**src/rtl/uart_phy_if.sv**
```systemverilog
// uart_phy_if: byte-strobe bundle between the UART controller and uart_phy.
//
// Signals:
//   tx_data  [7:0]  byte to transmit, sampled when tx_wr is accepted
//   tx_wr           write strobe, accepted only while tx_busy = 0
//   tx_busy         transmitter occupied
//   rx_data  [7:0]  last good received byte, held until the next good frame
//   rx_valid        one-cycle pulse, rx_data freshly updated
//   rx_ferr         one-cycle pulse, framing/parity error, byte dropped
//
// Modports:
//   master  controller side (drives tx_data/tx_wr)
//   slave   PHY side (drives tx_busy and the rx_* outputs)
interface uart_phy_if;
    logic [7:0] tx_data;
    logic       tx_wr;
    logic       tx_busy;
    logic [7:0] rx_data;
    logic       rx_valid;
    logic       rx_ferr;

    modport master (
        output tx_data, tx_wr,
        input  tx_busy, rx_data, rx_valid, rx_ferr
    );

    modport slave (
        input  tx_data, tx_wr,
        output tx_busy, rx_data, rx_valid, rx_ferr
    );
endinterface

```
**src/rtl/uart_phy.sv**
```systemverilog
// uart_phy: full-duplex UART transceiver, 8 data bits, LSB first, 1 stop bit.
// Bit time is a fixed CLK_DIV clock cycles. TX and RX run independently.
//
// Optional feature: define UART_PARITY_EN to insert/check an even parity
// bit between the last data bit and the stop bit (11-bit frames). Without
// it the frame is plain 8N1 (10 bits) and no parity logic is built.
//
// Parameters:
//   CLK_DIV  clk cycles per bit (>= 4)
// Ports:
//   clk      clock
//   rst      synchronous reset, active-low
//   rxd      asynchronous serial input, idle high
//   txd      registered serial output, idle high
//   bus      uart_phy_if.slave: tx_data/tx_wr/tx_busy, rx_data/rx_valid/rx_ferr
module uart_phy #(
    parameter int CLK_DIV = 434
) (
    input  logic      clk,
    input  logic      rst,
    input  logic      rxd,
    output logic      txd,
    uart_phy_if.slave bus
);

    // Counters only ever hold 0 .. CLK_DIV-1.
    localparam int CNT_W = $clog2(CLK_DIV);
    localparam logic [CNT_W-1:0] DIV_M1  = CNT_W'(CLK_DIV - 1);
    localparam logic [CNT_W-1:0] HALF_M1 = CNT_W'(CLK_DIV / 2 - 1);

    // ------------------------------------------------------------------
    // Transmitter
    // ------------------------------------------------------------------
    typedef enum logic [2:0] {
        TX_IDLE, TX_START, TX_DATA, TX_PARITY, TX_STOP
    } tx_state_e;

    tx_state_e        tx_state_q, tx_state_d;
    logic [CNT_W-1:0] tx_cnt_q,   tx_cnt_d;
    logic [2:0]       tx_idx_q,   tx_idx_d;
    logic [7:0]       tx_shift_q, tx_shift_d;
    logic             txd_q,      txd_d;
    logic             tx_busy_q,  tx_busy_d;
`ifdef UART_PARITY_EN
    logic             tx_par_q,   tx_par_d;
`endif

    always_comb begin
        tx_state_d = tx_state_q;
        tx_cnt_d   = tx_cnt_q;
        tx_idx_d   = tx_idx_q;
        tx_shift_d = tx_shift_q;
        txd_d      = txd_q;
        tx_busy_d  = tx_busy_q;
`ifdef UART_PARITY_EN
        tx_par_d   = tx_par_q;
`endif
        if (tx_state_q == TX_IDLE) begin
            // tx_busy is low exactly when idle, so a strobe here is accepted.
            if (bus.tx_wr) begin
                tx_state_d = TX_START;
                tx_cnt_d   = DIV_M1;
                tx_idx_d   = 3'd0;
                tx_shift_d = bus.tx_data;
                txd_d      = 1'b0;
                tx_busy_d  = 1'b1;
`ifdef UART_PARITY_EN
                tx_par_d   = ^bus.tx_data;
`endif
            end
        end else if (tx_cnt_q != '0) begin
            tx_cnt_d = tx_cnt_q - 1'b1;
        end else begin
            // Bit boundary: load the next bit and restart the bit timer.
            tx_cnt_d = DIV_M1;
            case (tx_state_q)
                TX_START: begin
                    tx_state_d = TX_DATA;
                    txd_d      = tx_shift_q[0];
                end
                TX_DATA: begin
                    tx_idx_d   = tx_idx_q + 3'd1;
                    tx_shift_d = {1'b0, tx_shift_q[7:1]};
                    if (tx_idx_q == 3'd7) begin
`ifdef UART_PARITY_EN
                        tx_state_d = TX_PARITY;
                        txd_d      = tx_par_q;
`else
                        tx_state_d = TX_STOP;
                        txd_d      = 1'b1;
`endif
                    end else begin
                        txd_d = tx_shift_q[1];
                    end
                end
                TX_PARITY: begin
                    tx_state_d = TX_STOP;
                    txd_d      = 1'b1;
                end
                TX_STOP: begin
                    tx_state_d = TX_IDLE;
                    txd_d      = 1'b1;
                    tx_busy_d  = 1'b0;
                end
                default: begin
                    tx_state_d = TX_IDLE;
                    txd_d      = 1'b1;
                    tx_busy_d  = 1'b0;
                end
            endcase
        end
    end

    always_ff @(posedge clk) begin
        if (!rst) begin
            tx_state_q <= TX_IDLE;
            tx_cnt_q   <= '0;
            tx_idx_q   <= 3'd0;
            tx_shift_q <= 8'h00;
            txd_q      <= 1'b1;
            tx_busy_q  <= 1'b0;
`ifdef UART_PARITY_EN
            tx_par_q   <= 1'b0;
`endif
        end else begin
            tx_state_q <= tx_state_d;
            tx_cnt_q   <= tx_cnt_d;
            tx_idx_q   <= tx_idx_d;
            tx_shift_q <= tx_shift_d;
            txd_q      <= txd_d;
            tx_busy_q  <= tx_busy_d;
`ifdef UART_PARITY_EN
            tx_par_q   <= tx_par_d;
`endif
        end
    end

    assign txd         = txd_q;
    assign bus.tx_busy = tx_busy_q;

    // ------------------------------------------------------------------
    // Receiver
    // ------------------------------------------------------------------
    typedef enum logic [2:0] {
        RX_IDLE, RX_START, RX_DATA, RX_PARITY, RX_STOP, RX_WAIT_HIGH
    } rx_state_e;

    logic             rx_s1_q, rx_s2_q;
    rx_state_e        rx_state_q, rx_state_d;
    logic [CNT_W-1:0] rx_cnt_q,   rx_cnt_d;
    logic [2:0]       rx_idx_q,   rx_idx_d;
    logic [7:0]       rx_shift_q, rx_shift_d;
    logic [7:0]       rx_data_q,  rx_data_d;
    logic             rx_valid_q, rx_valid_d;
    logic             rx_ferr_q,  rx_ferr_d;
    logic             rx_perr;
`ifdef UART_PARITY_EN
    logic             rx_perr_q,  rx_perr_d;
    assign rx_perr = rx_perr_q;
`else
    assign rx_perr = 1'b0;
`endif

    always_comb begin
        rx_state_d = rx_state_q;
        rx_cnt_d   = rx_cnt_q;
        rx_idx_d   = rx_idx_q;
        rx_shift_d = rx_shift_q;
        rx_data_d  = rx_data_q;
        rx_valid_d = 1'b0;
        rx_ferr_d  = 1'b0;
`ifdef UART_PARITY_EN
        rx_perr_d  = rx_perr_q;
`endif
        case (rx_state_q)
            RX_IDLE: begin
                // Half a bit to the middle of the start bit.
                if (!rx_s2_q) begin
                    rx_state_d = RX_START;
                    rx_cnt_d   = HALF_M1;
                end
            end
            RX_START: begin
                if (rx_cnt_q != '0) begin
                    rx_cnt_d = rx_cnt_q - 1'b1;
                end else if (rx_s2_q) begin
                    rx_state_d = RX_IDLE;   // too short to be a start bit
                end else begin
                    rx_state_d = RX_DATA;
                    rx_cnt_d   = DIV_M1;
                    rx_idx_d   = 3'd0;
`ifdef UART_PARITY_EN
                    rx_perr_d  = 1'b0;
`endif
                end
            end
            RX_DATA: begin
                if (rx_cnt_q != '0) begin
                    rx_cnt_d = rx_cnt_q - 1'b1;
                end else begin
                    rx_shift_d = {rx_s2_q, rx_shift_q[7:1]};
                    rx_cnt_d   = DIV_M1;
                    rx_idx_d   = rx_idx_q + 3'd1;
                    if (rx_idx_q == 3'd7) begin
`ifdef UART_PARITY_EN
                        rx_state_d = RX_PARITY;
`else
                        rx_state_d = RX_STOP;
`endif
                    end
                end
            end
            RX_PARITY: begin
                if (rx_cnt_q != '0) begin
                    rx_cnt_d = rx_cnt_q - 1'b1;
                end else begin
`ifdef UART_PARITY_EN
                    rx_perr_d  = rx_s2_q ^ (^rx_shift_q);
`endif
                    rx_state_d = RX_STOP;
                    rx_cnt_d   = DIV_M1;
                end
            end
            RX_STOP: begin
                if (rx_cnt_q != '0) begin
                    rx_cnt_d = rx_cnt_q - 1'b1;
                end else if (rx_s2_q) begin
                    rx_state_d = RX_IDLE;
                    if (rx_perr) begin
                        rx_ferr_d = 1'b1;
                    end else begin
                        rx_valid_d = 1'b1;
                        rx_data_d  = rx_shift_q;
                    end
                end else begin
                    // Bad stop bit: report once, then wait out any break.
                    rx_ferr_d  = 1'b1;
                    rx_state_d = RX_WAIT_HIGH;
                end
            end
            RX_WAIT_HIGH: begin
                if (rx_s2_q) begin
                    rx_state_d = RX_IDLE;
                end
            end
            default: rx_state_d = RX_IDLE;
        endcase
    end

    always_ff @(posedge clk) begin
        if (!rst) begin
            rx_s1_q    <= 1'b1;
            rx_s2_q    <= 1'b1;
            rx_state_q <= RX_IDLE;
            rx_cnt_q   <= '0;
            rx_idx_q   <= 3'd0;
            rx_shift_q <= 8'h00;
            rx_data_q  <= 8'h00;
            rx_valid_q <= 1'b0;
            rx_ferr_q  <= 1'b0;
`ifdef UART_PARITY_EN
            rx_perr_q  <= 1'b0;
`endif
        end else begin
            rx_s1_q    <= rxd;
            rx_s2_q    <= rx_s1_q;
            rx_state_q <= rx_state_d;
            rx_cnt_q   <= rx_cnt_d;
            rx_idx_q   <= rx_idx_d;
            rx_shift_q <= rx_shift_d;
            rx_data_q  <= rx_data_d;
            rx_valid_q <= rx_valid_d;
            rx_ferr_q  <= rx_ferr_d;
`ifdef UART_PARITY_EN
            rx_perr_q  <= rx_perr_d;
`endif
        end
    end

    assign bus.rx_data  = rx_data_q;
    assign bus.rx_valid = rx_valid_q;
    assign bus.rx_ferr  = rx_ferr_q;

endmodule

```
**src/flat_wrapper.sv**
```systemverilog
// flat-port wrapper written by rule: the top's interface ports become plain ports
module uart_phy_flat 
#(
    parameter int CLK_DIV = 434
)
  (clk, rst, rxd, txd, bus_tx_data, bus_tx_wr, bus_tx_busy, bus_rx_data, bus_rx_valid, bus_rx_ferr);
  uart_phy_if bus_i ();
  input  logic clk;
  input  logic rst;
  input  logic rxd;
  output logic txd;
  input wire logic [$bits(bus_i.tx_data)-1:0] bus_tx_data;
  input wire logic [$bits(bus_i.tx_wr)-1:0] bus_tx_wr;
  output wire logic [$bits(bus_i.tx_busy)-1:0] bus_tx_busy;
  output wire logic [$bits(bus_i.rx_data)-1:0] bus_rx_data;
  output wire logic [$bits(bus_i.rx_valid)-1:0] bus_rx_valid;
  output wire logic [$bits(bus_i.rx_ferr)-1:0] bus_rx_ferr;
  assign bus_i.tx_data = bus_tx_data;
  assign bus_i.tx_wr = bus_tx_wr;
  assign bus_tx_busy = bus_i.tx_busy;
  assign bus_rx_data = bus_i.rx_data;
  assign bus_rx_valid = bus_i.rx_valid;
  assign bus_rx_ferr = bus_i.rx_ferr;
  uart_phy #(.CLK_DIV(CLK_DIV)) u_core (.clk(clk), .rst(rst), .rxd(rxd), .txd(txd), .bus(bus_i));
endmodule
```
**config.mk**
```make
export PLATFORM = sky130hd
export DESIGN_NAME = uart_phy_flat
export DESIGN_NICKNAME = d
export VERILOG_FILES = /design/src/rtl/uart_phy_if.sv /design/src/rtl/uart_phy.sv /design/src/flat_wrapper.sv
export SDC_FILE = /design/constraint.sdc
export NUM_CORES = 1
export LEC_CHECK = 0
export BUFFER_PORTS_ARGS = -buffer_cell sky130_fd_sc_hd__buf_2
export CAP_MARGIN = 20
export CELL_PAD_IN_SITES_DETAIL_PLACEMENT = 1
export CELL_PAD_IN_SITES_GLOBAL_PLACEMENT = 1
export CORE_UTILIZATION = 40
export DETAILED_ROUTE_END_ITERATION = 10
export PLACE_DENSITY = 0.72
export SETUP_SLACK_MARGIN = 0.3
export SLEW_MARGIN = 20
export SYNTH_ARGS = -nofsm -noshare
export SYNTH_HDL_FRONTEND = slang
export SYNTH_SLANG_ARGS = --single-unit
```
**constraint.sdc**
```tcl
create_clock -name clk -period 5.3 [get_ports clk]
set_input_delay 0.265 -clock clk [delete_from_list [all_inputs] [get_ports clk]]
set_output_delay 0.265 -clock clk [all_outputs]
set_load 0.01 [all_outputs]
```
Word-level counts from Yosys, hierarchy flattened
Cells that the tools add are included.
{ "totals": {"reg_bits": 60, "input_bits": 12, "out_inout_bits": 12, "elab_cells": 112} }
{ "op_classes": {"add_sub_neg": 4, "eq_ne": 24, "muxes": 47, "bitwise": 3, "n_reduce_logical": 19} }
{ "ops": {"columns": ["cell", "n"], "rows": [
  ["9-bit two-way mux", 8],
  ["3-bit two-way mux", 19],
  ["9-bit case mux with 4 select lines", 1],
  ["8-bit two-way mux", 4],
  ["3-bit case mux with 6 select lines", 1],
  ["9-bit nonzero test", 2],
  ["9-bit by 1-bit subtractor with 9-bit output (second input constant)", 2],
  ["2-bit != test (second input constant)", 7],
  ["3-bit by 2-bit equality test with 1-bit output (second input constant)", 4],
  ["3-bit equality test (second input constant)", 4],
  ["3-bit AND reduction", 4],
  ["1-bit two-way mux", 10],
  ["2-bit by 1-bit != test with 1-bit output (second input constant)", 5],
  ["3-bit case mux with 3 select lines", 1],
  ["4-bit AND reduction", 2],
  ["7-bit AND reduction", 1],
  ["3-bit by 1-bit adder with 3-bit output (second input constant)", 2],
  ["3-bit by 1-bit equality test with 1-bit output (second input constant)", 2],
  ["3-bit zero test", 2],
  ["3-bit case mux with 2 select lines", 1],
  ["3-bit OR reduction", 2],
  ["2-bit AND reduction", 2],
  ["2-bit nonzero test", 2],
  ["4-bit nonzero test", 1],
  ["6 further kinds", 8]
]} }

Depth between registers and ports, before layout
{ "depth": {"ltp_word": 5, "mapped_depth": 8, "ltp_nobuf": 6} }

Least setup slack after synthesis
No wires, ideal clock.
{ "synth_timing": {"path_type": "register to register", "startpoint": "register u_core.rx_cnt_q[0]", "endpoint": "register u_core.rx_shift_q[0]", "setup_ps": 128, "t_arrival_ps": 1894, "required_ps": 5172, "slack_ps": 3278, "stages_incl_launch_ff": 9, "path_buffers": 2, "period_less_slack_ps": 2022, "cell_sequence": "dfxtp_1 > inv_1 > ha_1 > or4b_1 > clkbuf_1 > nor4_4 > buf_6 > mux2i_1 > nor2_1"} }
{ "synth_via": {"elab_chain_len": 3} }
{ "synth_rtl": {"columns": ["element", "line_no", "text"], "rows": [
  ["start: declaration", "uart_phy.sv:150", "logic [CNT_W-1:0] rx_cnt_q, rx_cnt_d;"],
  ["start signal: assignment", "uart_phy.sv:268", "rx_cnt_q <= rx_cnt_d;"],
  ["9-bit nonzero test", "uart_phy.sv:198", "if (rx_cnt_q != '0) begin"],
  ["1-bit inverter (no line)", null, null],
  ["2-bit AND reduction (no line)", null, null],
  ["end signal: assignment", "uart_phy.sv:270", "rx_shift_q <= rx_shift_d;"],
  ["end: declaration", "uart_phy.sv:152", "logic [7:0] rx_shift_q, rx_shift_d;"]
]} }
Every way passes these cells.
A chain may end at the register's enable or synchronous reset.

Final worst setup path
{ "layout_timing": {"startpoint": "register u_core.rx_cnt_q[0]", "endpoint": "register u_core.rx_shift_q[6]"} }
The elaborated chain is that of the path after synthesis.

==> flow_metrics.tcl <==
set metrics [dict create \
    synth-async-reset-ratio_pct 0 \
    crit_cells 6 \
    coreArea_mm2 0.007253 \
    finalClockSkew_ns 0.01037 \
    synth_common_cells "dfxtp_1 (60), nor2_1 (38), clkbuf_1 (19)" \
    cp-start-kind "register" \
    die-area_mm2 0.007884 \
    rows 31 \
    yosysMostFrequentCell "dfxtp_1" \
    die_y_um 88.79 \
    synth-compound-area-share_pct 23.46 \
    fin_crit_ns 2.586 \
    slew_violations 0 \
    crit_start "u_core.rx_cnt_q[0]" \
    start_util_pct 41.54 \
    hold_viol 0 \
    ys.flop_type "dfxtp_1" \
    cp_cell_sequence "inv_1 > ha_1 > or4b_1 > nor4_4 > mux2i_1 > nor2_1" \
    clock_path_buffers 2 \
    cts_hold_buffers 0 \
    synthAdderAreaFrac_pct 2.492 \
    power_leakage_nw 1.311 \
    io_buffer_count 23 \
    wl_per_cell_um 16.13 \
    nFillCells 871 \
    synthSimpleGateAreaFrac_pct 22.67 \
    worstRegToRegCells 6 \
    cts_tree "done" \
    cts_resized 0 \
    grt_max_degree 37 \
    reg2reg_from "u_core.rx_cnt_q[0]" \
    drcViolationCount 0 \
    place.gp.congestion 0.8963 \
    dp_hpwl_um 4999 \
    cts_setup_buffers 0 \
    crit_path_end_kind "register" \
    ys_ff_latch 60 \
    synth_cells 342 \
    reg2reg_slack_ns 2.71 \
    use_met2_pct 30.49 \
    holdWs_ns 0.1276 \
    arrival_ns 2.80 \
    p_per_area_mw_per_mm2 426.2 \
    crit_type "register to register" \
    wl_um 7389 \
    min_path_type "input port to register" \
    final.setup.tns_ns 0 \
    worst_pin_slew_ns 0.8386 \
    timing.rr.end "u_core.rx_shift_q[6]" \
    fin_crit_sh_pct 48.79 \
    synth_top_area_cell "dfxtp_1" \
    clk_latency_ns 0.34 \
    yosys_warnings 0 \
    diodes 0 \
    cp_top_family "simple AND/OR/NAND/NOR gates" \
    ir_drop_mv 0.1947 \
    synth_area_leaders "dfxtp_1 (40%), mux2i_1 (6.0%), nor2_1 (4.7%)" \
    vias 2609 \
    drt_first_pass_iters 4 \
    crit_path_max_fanout 11 \
    cp.required_ns 5.51 \
    outcome "completed" \
    synth_top_family_by_area "compound AO/OA/AOI/OAI gates" \
    drive_above_1_share_pct 17.27 \
    avgSynthCellArea_um2 8.810 \
    grt_pass1_wl_um 12380 \
    layout.nets 372 \
    syn_to_final_growth_pct 12.08 \
    ant_nets 0 \
    met1_usage_pct 28.29 \
    cts-htree-levels 3 \
    synth_edf_count 0 \
    grt_remaining_overflow 0 \
    yosysTopAreaCellShare_pct 39.87 \
    busiest_layer "met2" \
    finalSetupViolCount 0 \
    track_usage_pct 20.58 \
    syn_area_mm2 0.003013 \
    drv_cap 0 \
    path_clk_slew_ns 0.07 \
    grt_pass1_vias 2480 \
    grt_use_met3_pct 6.063 \
    antenna_found_initial 0 \
    synth.distinct_cells 56 \
    cts_root_buffer "clkbuf_8" \
    fmax_ghz 0.3867 \
    rsz0062_at_grt "false" \
    slowest_stage "nor4_4" \
    ys_seq_area_share_pct 39.87 \
    muxShareOfSynthArea_pct 5.980 \
    crit_end "u_core.rx_shift_q[6]" \
    die_w_um 88.79 \
    p_total_mw 1.439 \
    boundaryPins 24 \
    cts_sinks 60 \
    cp_num_buf_inv 1 \
    syn-num-nets 360 \
    cp_slowest_stage_delay_ns 0.77 \
    timing.slew.headroom_pct 43.67 \
    drt_iter0_drc 159 \
    vias_per_cell 5.697 \
    synth-xor-area-share_pct 0 \
    cts_buffers 9 \
]
-- cell families after synthesis --
group	Yosys count
flops	60
compound gates	97
fa+ha+maj	6
buf+inv	38
simple gates	123
mux	18
-- layout make-up --
class	instances	area, um^2	share of cell area [%]
multi-input combinational	244	1645	48.72
sequential	60	1201	35.57
clock buffer	10	137.6	4.076
timing repair buffer	25	130.1	3.853
tap	99	123.9	3.668
clock inverter	6	86.33	2.557
inverter	14	52.55	1.556
-- worst min path at each step --
| stage | cells past startpoint | start | slack (ns) | end |
|---|---|---|---|---|
| 2_1_floorplan | 1 | rxd | 0.37 | u_core.rx_s1_q |
| 3_3_place_gp | 1 | u_core.rx_s1_q | 0.39 | u_core.rx_s2_q |
| 3_5_place_dp | 1 | u_core.rx_s1_q | 0.41 | u_core.rx_s2_q |
| 4_1_cts | 2 | rxd | 0.12 | u_core.rx_s1_q |
| 5_1_grt | 2 | rxd | 0.12 | u_core.rx_s1_q |
| 6_report | 2 | rxd | 0.13 | u_core.rx_s1_q |
-- worst reg2reg max path, cell delays in order (launching register included) --
cell and delay, ns:
dfxtp_1 0.36, inv_1 0.12, ha_1 0.23, or4b_1 0.64, nor4_4 0.77, mux2i_1 0.28
nor2_1 0.06
-- layout by cell type (no fill, tap or decap), types with 5 or more instances in the layout --
cell type,instances
dfxtp_1,60
nor2_1,38
buf_2,23
mux2i_1,18
a21oi_1,17
o21ai_0,15
inv_1,14
nand3_1,14
nand2_1,12
nor3_1,12
clkbuf_8,10
o21a_1,9
o221a_2,8
nand2b_1,6
nor4_1,6
a31oi_1,6
ha_1,6
a22oi_1,5
a211oi_1,5
o22ai_1,5
-- metal layers --
| layer | part of all wire, % | up-vias |
|---|---|---|
| met1 | 50 | 1248 |
| met4 | 1.3 | 0 |
| met3 | 4.1 | 9 |
| met2 | 44 | 49 |
| li1 | - | 1303 |
| met5 | 0 | - |
-- state kept, by name, indices dropped and copies added (netlist names) --
name                 flops
u_core.rx_cnt_q          9
u_core.tx_cnt_q          9
u_core.bus.rx_data       8
u_core.rx_shift_q        8
u_core.tx_shift_q        8
u_core.rx_idx_q          3
u_core.rx_state_q        3
u_core.tx_idx_q          3
u_core.tx_state_q        3
u_core.bus.rx_ferr       1
u_core.bus.rx_valid      1
u_core.bus.tx_busy       1
u_core.rx_s1_q           1
u_core.rx_s2_q           1
u_core.txd               1
-- power by group --
group,internal (mW),switching (mW)
Clock,0.277,0.188
Sequential,0.514,0.0680
Combinational,0.150,0.242
Total,0.941,0.498
-- per-stage QoR --
| stage | setup WS [ns] | utilization, % | instance area (um^2) | std cells |
|---|---|---|---|---|
| floorplan | 3.278 | - | 3013 | 342 |
| global placement | 2.794 | 43.47 | 3153 | 442 |
| detailed placement | 2.725 | 43.47 | 3153 | 442 |
| CTS | 2.685 | 46.56 | 3377 | 458 |
| global route | 2.486 | 46.56 | 3377 | 458 |
| finish | 2.714 | 46.56 | 3377 | 458 |
No activity file was read; power rests on OpenSTA's default activity.
